$ cat src/rtl/bernoulli_noise_array.sv
// Parametrised Bernoulli noise source: NUM_CH Galois-LFSR channels compared against a shared threshold.
// Optional NOISE_STATS_EN adds a saturating popcount accumulator (stat_clr / ones_cnt).
module bernoulli_noise_array #(
  parameter int unsigned NUM_CH     = 8,
  parameter int unsigned RAND_W     = 8,
  parameter int unsigned WARMUP_CYC = 16
) (
  input  logic              clk,
  input  logic              rstb,
  input  logic              cfg_load,
  input  logic [31:0]       cfg_seed,
  input  logic [RAND_W:0]   cfg_threshold,
  input  logic              enable,
  output logic [NUM_CH-1:0] noise,
  output logic              noise_valid,
  output logic              busy
`ifdef NOISE_STATS_EN
  ,
  input  logic              stat_clr,
  output logic [31:0]       ones_cnt
`endif
);

  localparam int unsigned LFSR_W = 32;
  localparam int unsigned CNT_W  = 8;
  localparam int unsigned PC_W   = $clog2(NUM_CH + 1);
  localparam logic [LFSR_W-1:0] POLY_MASK = 32'h8020_0003;
  localparam logic [LFSR_W-1:0] SEED_MUL  = 32'h9E37_79B9;

  typedef enum logic [1:0] {
    S_IDLE,
    S_WARMUP,
    S_RUN
  } state_t;

  // Right-shifting Galois step; feedback applied when the bit shifted out is 1.
  function automatic logic [LFSR_W-1:0] lfsr_step(input logic [LFSR_W-1:0] x);
    logic [LFSR_W-1:0] nx;
    nx = x >> 1;
    if (x[0]) nx = nx ^ POLY_MASK;
    return nx;
  endfunction

  // Decorrelates channels from one base seed; all-zero would lock the LFSR.
  function automatic logic [LFSR_W-1:0] chan_seed(input logic [LFSR_W-1:0] base,
                                                   input int unsigned ch);
    logic [LFSR_W-1:0] mix;
    logic [LFSR_W-1:0] s;
    mix = LFSR_W'(LFSR_W'(ch + 1) * SEED_MUL);
    s   = base ^ mix;
    if (s == '0) s = LFSR_W'(1);
    return s;
  endfunction

  state_t            state;
  logic [LFSR_W-1:0] lfsr [NUM_CH];
  logic [RAND_W:0]   thr_q;
  logic [CNT_W-1:0]  cnt;
  logic [NUM_CH-1:0] hit_c;

  // Per-channel Bernoulli decision on the current (pre-step) LFSR value.
  always_comb begin
    hit_c = '0;
    for (int unsigned ch = 0; ch < NUM_CH; ch++) begin
      hit_c[ch] = ({1'b0, lfsr[ch][RAND_W-1:0]} < thr_q);
    end
  end

  always_ff @(posedge clk or negedge rstb) begin
    if (!rstb) begin
      state       <= S_IDLE;
      thr_q       <= '0;
      cnt         <= '0;
      noise       <= '0;
      noise_valid <= 1'b0;
      busy        <= 1'b0;
      for (int unsigned ch = 0; ch < NUM_CH; ch++) lfsr[ch] <= LFSR_W'(1);
    end else if (cfg_load) begin
      // Load wins over enable and over warm-up completion.
      for (int unsigned ch = 0; ch < NUM_CH; ch++) lfsr[ch] <= chan_seed(cfg_seed, ch);
      thr_q       <= cfg_threshold;
      cnt         <= '0;
      noise       <= '0;
      noise_valid <= 1'b0;
      if (WARMUP_CYC == 0) begin
        state <= S_RUN;
        busy  <= 1'b0;
      end else begin
        state <= S_WARMUP;
        busy  <= 1'b1;
      end
    end else begin
      case (state)
        S_IDLE: begin
          noise_valid <= 1'b0;
        end
        S_WARMUP: begin
          for (int unsigned ch = 0; ch < NUM_CH; ch++) lfsr[ch] <= lfsr_step(lfsr[ch]);
          cnt         <= cnt + CNT_W'(1);
          noise_valid <= 1'b0;
          if (cnt == CNT_W'(WARMUP_CYC - 1)) begin
            state <= S_RUN;
            busy  <= 1'b0;
          end
        end
        S_RUN: begin
          if (enable) begin
            noise       <= hit_c;
            noise_valid <= 1'b1;
            for (int unsigned ch = 0; ch < NUM_CH; ch++) lfsr[ch] <= lfsr_step(lfsr[ch]);
          end else begin
            noise_valid <= 1'b0;
          end
        end
        default: begin
          state       <= S_IDLE;
          busy        <= 1'b0;
          noise_valid <= 1'b0;
        end
      endcase
    end
  end

`ifdef NOISE_STATS_EN
  logic [PC_W-1:0] pop_c;
  logic [32:0]     sum_c;

  always_comb begin
    pop_c = '0;
    for (int unsigned ch = 0; ch < NUM_CH; ch++) pop_c = pop_c + PC_W'(noise[ch]);
    sum_c = {1'b0, ones_cnt} + 33'(pop_c);
  end

  // Accumulates the registered noise word, so the count trails noise by one cycle.
  always_ff @(posedge clk or negedge rstb) begin
    if (!rstb) begin
      ones_cnt <= '0;
    end else if (stat_clr || cfg_load) begin
      ones_cnt <= '0;
    end else if (noise_valid) begin
      ones_cnt <= sum_c[32] ? 32'hFFFF_FFFF : sum_c[31:0];
    end
  end
`endif

endmodule
$ cat config.mk
export PLATFORM = sky130hd
export DESIGN_NAME = bernoulli_noise_array
export DESIGN_NICKNAME = d
export VERILOG_FILES = /design/src/rtl/bernoulli_noise_array.sv
export SDC_FILE = /design/constraint.sdc
export NUM_CORES = 1
export LEC_CHECK = 0
export CORE_ASPECT_RATIO = 1.1
export CORE_MARGIN = 5
export CORE_UTILIZATION = 55
export DETAILED_ROUTE_END_ITERATION = 10
export PLACE_DENSITY = 0.75
export REMOVE_ABC_BUFFERS = 1
export SETUP_SLACK_MARGIN = 0.05
export SLEW_MARGIN = 20
export SYNTH_ARGS = -nofsm -noshare
export SYNTH_HDL_FRONTEND = slang
export SYNTH_SLANG_ARGS = --single-unit
$ cat constraint.sdc
create_clock -name clk -period 1.6 [get_ports clk]
set_input_delay 0.32 -clock clk [delete_from_list [all_inputs] [get_ports clk]]
set_output_delay 0.32 -clock clk [all_outputs]
set_load 0.02 [all_outputs]
### Word-level counts from Yosys, hierarchy flattened

Cells that the tools add are included.
Widths: inputs -> output; s select.

* memory bits (read-only): 0
* memories: 0
* input port bits: 45
* latch bits: 0
* bits in writable memories: 0
* bits in registers: 285
* output and inout port bits: 10

* mux-type cells: 33
* reduce and logical (&&, ||, !) cells: 17
* $lt $le $gt $ge: 8
* add/subtract/negate cells: 1
* div/mod/pow operators: 0
* $mul: 0
* equality and inequality tests: 6
* bitwise gates (word level): 16
* shifts and indexed selects: 0

Operators by type and width (count)
* $mux 256: 2
* $mux 32: 16
* $pmux 256 s2: 1
* $logic_not 32->1: 8
* $lt 8x9->1: 8
* $not 19->19: 3
* $mux 8: 5
* $not 3->4: 8
* $not 20->20: 1
* $not 18->18: 1
* $not 17->17: 1
* $not 14->14: 1
* $not 13->13: 1
* $add 8x1->8 const B: 1
* $eq 8x4->1 const B: 1
* $ne 3x3->1 const B: 2
* $reduce_and 2->1: 3
* $reduce_bool 2->1: 3
* $mux 1: 5
* $mux 2: 2
* $pmux 2 s2: 1
* $reduce_bool 3->1: 1
* $eq 2x1->1 const B: 1
* $eq 2x2->1 const B: 1
* other kinds (4): 4

### Depth between registers and ports, before layout

* depth in word-level cells: 5
* gate-level depth with buffers: 7
* depth with buffers taken out: 6

### Worst setup path after synthesis

No wires, ideal clock.

* path type: reg-to-reg
* start: register state[0]
* end: register lfsr[255] (netlist name)
* clock period less this slack: 1.724 ns
* arrival: 1.588 ns
* required time: 1.463 ns
* setup slack: -0.124 ns
* buffers on the path: 2
* cell stages (with the launch flop): 7
* library setup time: 0.137 ns
* path through: dfrtp_1 nand3b_1 clkbuf_1 buf_1 a21oi_1 a211oi_1 a21oi_1

* longest elaborated chain between the ends: 3
* elaborated cells between the ends (all ways): 7
* those cells by class: 3 x eq/ne; 2 x mux; 2 x reduce/logical

RTL lines
* start, declared: line 55 `state_t state;`
* start signal, assigned: line 71 `state <= S_IDLE;`
* start signal, assigned: line 86 `state <= S_RUN;`
* start signal, assigned: line 89 `state <= S_WARMUP;`
* $eq 2x2->1 / $eq 2x1->1 (equally long branches): line 93 `case (state)`
* $pmux 256 s2, or another cell as far along: line 93
* $mux 256 / $reduce_and 2->1 (equally long branches)
* end, declared: line 56 `logic [LFSR_W-1:0] lfsr [NUM_CH];`

Several ways; a longest one is shown, not always the timed one.
A chain may end at the register's enable or synchronous reset.

### Final worst setup path

* start: register state[1]
* end: register lfsr[16] (netlist name)

Same word-level chain as after synthesis.

==> qor.yml <==
synth:
  ys_ff_latch: 284
  synth_xor_xnor_area_share: 0.01429
  ys.flop_type: "dfrtp_1"
  ys_seq_area_frac: 0.5048
  synth-simple-area-share: 0.1711
  synth.yosys.warnings: 0
  synthMuxAreaShare: 0.006567
  yosysUniqueCellTypes: 55
  synth_edf_count: 0
  synth_compound_area_frac: 0.2118
  syn_area_sq_um: 14100
  synth_top_area_share: 0.4899
  synthAdderAreaFrac: 0.05059
  async_flop_share: 1.000
  synth_area_leaders: "dfrtp_1, nand2_1, a31oi_1"
  syn_inst: 1506
  synth_top_family_by_area: "compound AO/OA/AOI/OAI gates"
  synth_area_per_cell_sq_um: 9.362
  yosys.area.top_type: "dfrtp_1"
worst_setup_path:
  cp_max_fo: 8
  critical-path-max-stage-delay_ns: 0.51
  crit_top_cell: "buf_12"
  start_kind: "flip-flop"
  worst_setup_path_end_kind: "flip-flop"
  crit_arrival_ns: 2.66
  cp.buffers_inverters: 3
  path_cells: "nand3b_1, buf_12, nand2_8, buf_12, buf_16, a211oi_4, a21oi_2"
  path_class: "reg2reg"
  cp_data_required_time_ns: 2.03
  cp_top_family: "compound AO/OA/AOI/OAI gates"
  crit_slowest_cell: "a211oi_4"
grt:
  antenna_found_initial: 4
  overflow: 0
  grt_usage: 0.3701
  grt_pass1_wl_um: 83900
  grt_max_degree: 99
  grt_pass1_vias: 14658
die:
  core_area_sq_um: 25260
  row_count: 61
  initial_utilization: 0.5581
  die_h_um: 177.9
  dieArea_sq_um: 28940
  die-width_um: 162.7
  ios: 55
clocking:
  clock_latency_ns: 0.59
  htree_num_levels: 1
  cts_buffers: 30
  cts_sinks: 284
  clk_pin_slew_ns: 0.07
  cts_tree: "yes"
  clk_path_buf_depth: 3
  root_buffer: "clkbuf_16"
power_and_ir_drop:
  switching_share: 0.3294
  ir_drop_v: 0.001079
  netSwitchingPower_mw: 6.761
  power_frac_comb: 0.213
  leakage_nw: 9.446
  internal_power_mw: 13.76
  seqPwrFrac: 0.431
  power_density_nw_per_um2: 902.9
  clockPowerShare: 0.356
sta:
  fin_crit_ns: 2.230
  min_period_over_period: 1.394
  final.setup.tns_ns: -61.86
  clock_skew_ns: 0.02179
  setup_viol: 265
  fin_ws_ns: -0.6305
  max_freq_mhz: 448.3
  slew_headroom: 0.4411
  final_max_slew_viol_count: 0
  hold_viol_final: 0
  rsz0062_at_grt: "true"
  worst_pin_slew_ns: 0.8324
routing:
  drtIter0Drc: 2947
  vias: 16312
  antenna_left: 0
  drtPass1Iterations: 7
  wire_per_inst_um: 35.53
  routed_wl_um: 75030
  via_per_inst: 7.723
  route.detailed.drc: 0
placement:
  portBuffers: 54
  routabilityCongestion: 0.9011
  placed_cell_area_sq_um: 16490
  place_inst: 1961
  dp_hpwl_um: 28700
finish:
  synthToLayoutAreaGrowth_pct: 61.24
  fin_cells: 2112
  nNetsFinal: 1843
  post-route-util: 0.8998
  drive_gt1_frac: 0.4771
  mostFrequentLayoutCell: "dfrtp_1"
  num-fill-cells: 851
  layout_common_cells: "dfrtp_1, buf_4, nand2_1"
  design_area_sq_um: 22730
run:
  cap_viol_max_count: 0
min_path:
  hp-class: "in2reg"
run_status:
  violations: "negative setup slack"
  status: "finished with violations"
[final cells by class]
cell class / instances / area (sq um) / share of cell area
multi-input cells: 1076 / 9548 / 0.4200
flip-flops and latches: 284 / 7119 / 0.3132
repair buffers: 335 / 4584 / 0.2017
clock buffers: 44 / 884.6 / 0.03891
well taps: 346 / 432.9 / 0.01904
clock inverters: 12 / 97.59 / 0.004293
inverters: 13 / 55.05 / 0.002422
repair inverters: 1 / 7.507 / 0.0003303
diodes: 1 / 2.502 / 0.0001101
[metal layers]
metal | wire [um] | track usage | share of wire
met1 | 22690 | 0.4561 | 0.30
met2 | 32000 | 0.6015 | 0.43
met3 | 10700 | 0.07224 | 0.14
met4 | 9626 | 0.2314 | 0.13
met5 | 13 | 0 | 0.00017
[path summary, 6_finish.rpt]
check | start | endpoint | slack, ns | cells past startpoint
setup / recovery | state[1] | lfsr[16] | -0.63 | 7
hold / removal | cfg_load | cnt[6] | 0.20 | 3
setup reg to reg | state[1] | lfsr[16] | -0.63 | 7
hold reg to reg | thr_q[8] | thr_q[8] | 0.53 | 1
max in group asynchronous | rstb | lfsr[32] | 0.69 | 3
min in group asynchronous | rstb | thr_q[8] | 0.23 | 2
[cells in the mapped netlist, drive strengths merged, types with 4 or more instances]
| cell | number |
|---|---|
| buf | 29 |
| nand4 | 8 |
| and2 | 5 |
| a21boi | 5 |
| nand2b | 14 |
| a211oi | 100 |
| a21oi | 137 |
| and4b | 4 |
| o21ai | 48 |
| dfrtp | 276 |
| a21o | 16 |
| nand2 | 297 |
| dfstp | 8 |
| ha | 57 |
| nor2b | 8 |
| mux2i | 7 |
| clkbuf | 104 |
| xnor2 | 20 |
| nand4b | 4 |
| nor4b | 4 |
| a221oi | 9 |
| inv | 13 |
| o2111ai | 10 |
| nand3 | 5 |
| nor2 | 42 |
| a31oi | 138 |
| and3 | 98 |
[power groups by stage]
stage	Combinational [mW]	Sequential, mW	Clock (mW)
2_1_floorplan	1.38	8.34	0
3_3_place_gp	2.70	8.50	0
3_5_place_dp	2.79	8.52	0
4_1_cts	3.05	8.47	7.04
5_1_grt	4.50	8.86	7.50
6_report	4.36	8.86	7.31
[metrics by stage]
stage	hold slack, ns	worst slack [ns]	power (mW)
3_3_place_gp	0.2260	-0.6955	11.20
6_report	0.2030	-0.6305	20.52
4_1_cts	0.1898	-0.1899	18.56
2_1_floorplan	0.02441	-5.276	9.715
5_1_grt	0.1969	-0.5851	20.86
3_5_place_dp	0.2310	-0.7315	11.31
[timing repair]
action / CTS / global route
pin swaps: 161 / 316
gates cloned: 42 / 19
setup endpoints to repair: 257 / 271
gates resized for setup: 317 / 505
buffers inserted: 30 / 16
hold buffers: 1 / 0
endpoints found under the hold margin: 127 / 0
[logic make-up after synthesis]
| kind of cell | Yosys count |
|---|---|
| AOI/OAI and AO/OA | 477 |
| buffers and inverters | 146 |
| xor gates and xnor gates | 23 |
| adders and majority gates | 57 |
| DFF | 284 |
| muxes | 9 |
| and+or+nand+nor | 510 |
[flip-flops by register name, indices dropped and copies added (netlist names)]
register and count:
cnt 8, noise 8, state 2, lfsr 256
thr_q 9, noise_valid 1
[worst register-to-register path: cells and delay by family, from the launching register on]
| family | cells | cell delay (ns) |
|---|---|---|
| AOI/OAI and AO/OA | 2 | 0.65 |
| buffers and inverters | 3 | 0.60 |
| DFF | 1 | 0.46 |
| and+or+nand+nor | 2 | 0.38 |
(Power assumes the default switching activity.)
==> RTL change, RTL diff (config.mk and constraints unchanged) <==
Register the output `busy` once more, cleared by the reset; this adds one clock of latency there. The other outputs are not delayed to match.
--- a/src/rtl/bernoulli_noise_array.sv
+++ b/src/rtl/bernoulli_noise_array.sv
@@ -32,6 +32,8 @@
     S_WARMUP,
     S_RUN
   } state_t;
+
+  logic busy_s0;
 
   // Right-shifting Galois step; feedback applied when the bit shifted out is 1.
   function automatic logic [LFSR_W-1:0] lfsr_step(input logic [LFSR_W-1:0] x);
@@ -73,7 +75,7 @@
       cnt         <= '0;
       noise       <= '0;
       noise_valid <= 1'b0;
-      busy        <= 1'b0;
+      busy_s0     <= 1'b0;
       for (int unsigned ch = 0; ch < NUM_CH; ch++) lfsr[ch] <= LFSR_W'(1);
     end else if (cfg_load) begin
       // Load wins over enable and over warm-up completion.
@@ -84,10 +86,10 @@
       noise_valid <= 1'b0;
       if (WARMUP_CYC == 0) begin
         state <= S_RUN;
-        busy  <= 1'b0;
+        busy_s0 <= 1'b0;
       end else begin
         state <= S_WARMUP;
-        busy  <= 1'b1;
+        busy_s0 <= 1'b1;
       end
     end else begin
       case (state)
@@ -100,7 +102,7 @@
           noise_valid <= 1'b0;
           if (cnt == CNT_W'(WARMUP_CYC - 1)) begin
             state <= S_RUN;
-            busy  <= 1'b0;
+            busy_s0 <= 1'b0;
           end
         end
         S_RUN: begin
@@ -114,7 +116,7 @@
         end
         default: begin
           state       <= S_IDLE;
-          busy        <= 1'b0;
+          busy_s0     <= 1'b0;
           noise_valid <= 1'b0;
         end
       endcase
@@ -143,4 +145,12 @@
   end
 `endif
 
+  always_ff @(posedge clk or negedge rstb) begin
+    if (!rstb) begin
+      busy <= '0;
+    end else begin
+      busy <= busy_s0;
+    end
+  end
+
 endmodule
Behaviour: not the same (a bounded check fails within 4 cycles, from zero or initial values and one cycle with rstb low).
==> RTL change against the unedited design <==
  * Critical path type unchanged
  * First-iteration DRC count is 53% lower
  * Sequential share of layout area is 4.7 points higher
  * Sequential power down 4.1%
  * Via count decreased by 23%
  * Final area shrank 13%
  * Largest power group unchanged
  * Combinational power shrank 8.9%
  * Power fell by 4.2%
  * Wire length shrank 41%
  * Synthesized area is 3.0% higher
  * The run still ends with setup timing left
  * Setup slack gained 0.26 ns
  * Count of clock-buffer cells in the layout increased by 3
  * Largest cell class unchanged
  * Global-route usage shrank 11 points
  * Sequential cell count increased by 1
==> RTL change: results (changes against the unedited design) <==
status complete, but fails checks; violated checks setup timing; slowest stage delay, CP 0.40 ns (-0.11 ns); GPL Wtd Cong 0.9350 (+3.8%); count leader, synth dfrtp_1; Sequential Power Share 0.432 (about the same); gr usage total 0.2609 (-0.1093); register area share after synthesis 0.4917 (-0.01306); Adder-Cell Fraction of Synth Area 0.04910 (-0.001482); Fillers 1605 (+89%); Non-Clock Buffer Count 257 (-23%); pre-CTS setup slack -0.7249 ns (+0.006635 ns); Top Metal Used met4; #MultiIn Comb 1072 (-0.37%); sequential cell area share 0.3601 (+0.04689); layout cells sized above 1 0.2930 (-0.1841); final cell count without fillers 2028 (-4.0%); slowest stage cell, crit path dfrtp_1; CLK BUF 47 (+6.8%); Pre-Repair DR Iteration Count 5 (-2); largest net degree at the start of global routing 68 (-31%); final worst setup slack -0.3698 ns (+0.2607 ns); met1 Resource Use GR 0.3649 (-0.09122); M1 WL 17.82 mm (-21%); Avg WL per Cell 21.72 µm (-39%); buffering overhead 0.1538 (-0.04788); first-pass GRT wire length 63.05 mm (-25%); met2 WL post-DR 21.65 mm (-32%); Post-Synthesis Cells 1482 (-1.6%); most frequent cells after synthesis dfrtp_1, nor2b_1, a211oi_1, nor2_1, a21oi_1; CP arrival 2.39 ns (-0.27 ns); Final #Nets 1756 (-4.7%); Synth Area in XOR/XNOR 0.01809 (+0.003803); antenna violations before repair 0 (-4); area of the multi-input gates 8159 µm² (-15%); worst vdd ir 0.8260 mV (-23%); NetSw 5.468 mW (-19%); post-synthesis sequential element count 285 (+0.35%); GR Util met2 0.4123 (-0.1892); DP Area 16590 µm² (+0.63%); Cells after DPL 1935 (-1.3%); vias in the first global route 11840 (-19%); area grow syn2layout 36.56%; Final setup viols 261 (-1.5%); met3 WL post-DR 2.501 mm (-77%); Static Leakage 7.909 nW (-16%); mux cell area share after synthesis 0.002240 (-0.004327); main area contributors after synthesis dfrtp_1, a211oi_1, nor2b_1; Worst Max-Slew Pin Slew 0.3891 ns (-0.4433 ns); GR Layer Usage met3 0.03134 (-0.04090)
RTL change: path summary, 6_finish.rpt:
path	slack (ns)	cells past startpoint	from	to
worst max-delay path	-0.37	8	state[1]	lfsr[214]
worst min-delay path	0.22	2	cfg_seed[26]	lfsr[218]
worst max register to register	-0.37	8	state[1]	lfsr[214]
worst min register to register	0.51	1	state[0]	busy
max in group asynchronous	0.70	3	rstb	lfsr[140]
min in group asynchronous	0.24	2	rstb	lfsr[36]
RTL change: per-stage QoR:
stage          setup TNS, ns  power, mW  hold slack (ns)
2_1_floorplan       -1248.76      10.12          0.02441
3_3_place_gp         -112.84      11.58           0.2236
3_5_place_dp         -117.07      11.71           0.2218
4_1_cts               -24.92      19.22           0.2243
5_1_grt               -51.15      20.43           0.2174
6_report              -35.88      19.67           0.2202
RTL change: timing repair:
item	4_1_cts	5_1_grt
cloned	3	25
setup buffers	9	2
endpoints found under the hold margin	180	0
pin swaps	41	74
endpoints found under the setup margin	268	270
gates resized for setup	106	232
hold buffers	1	0
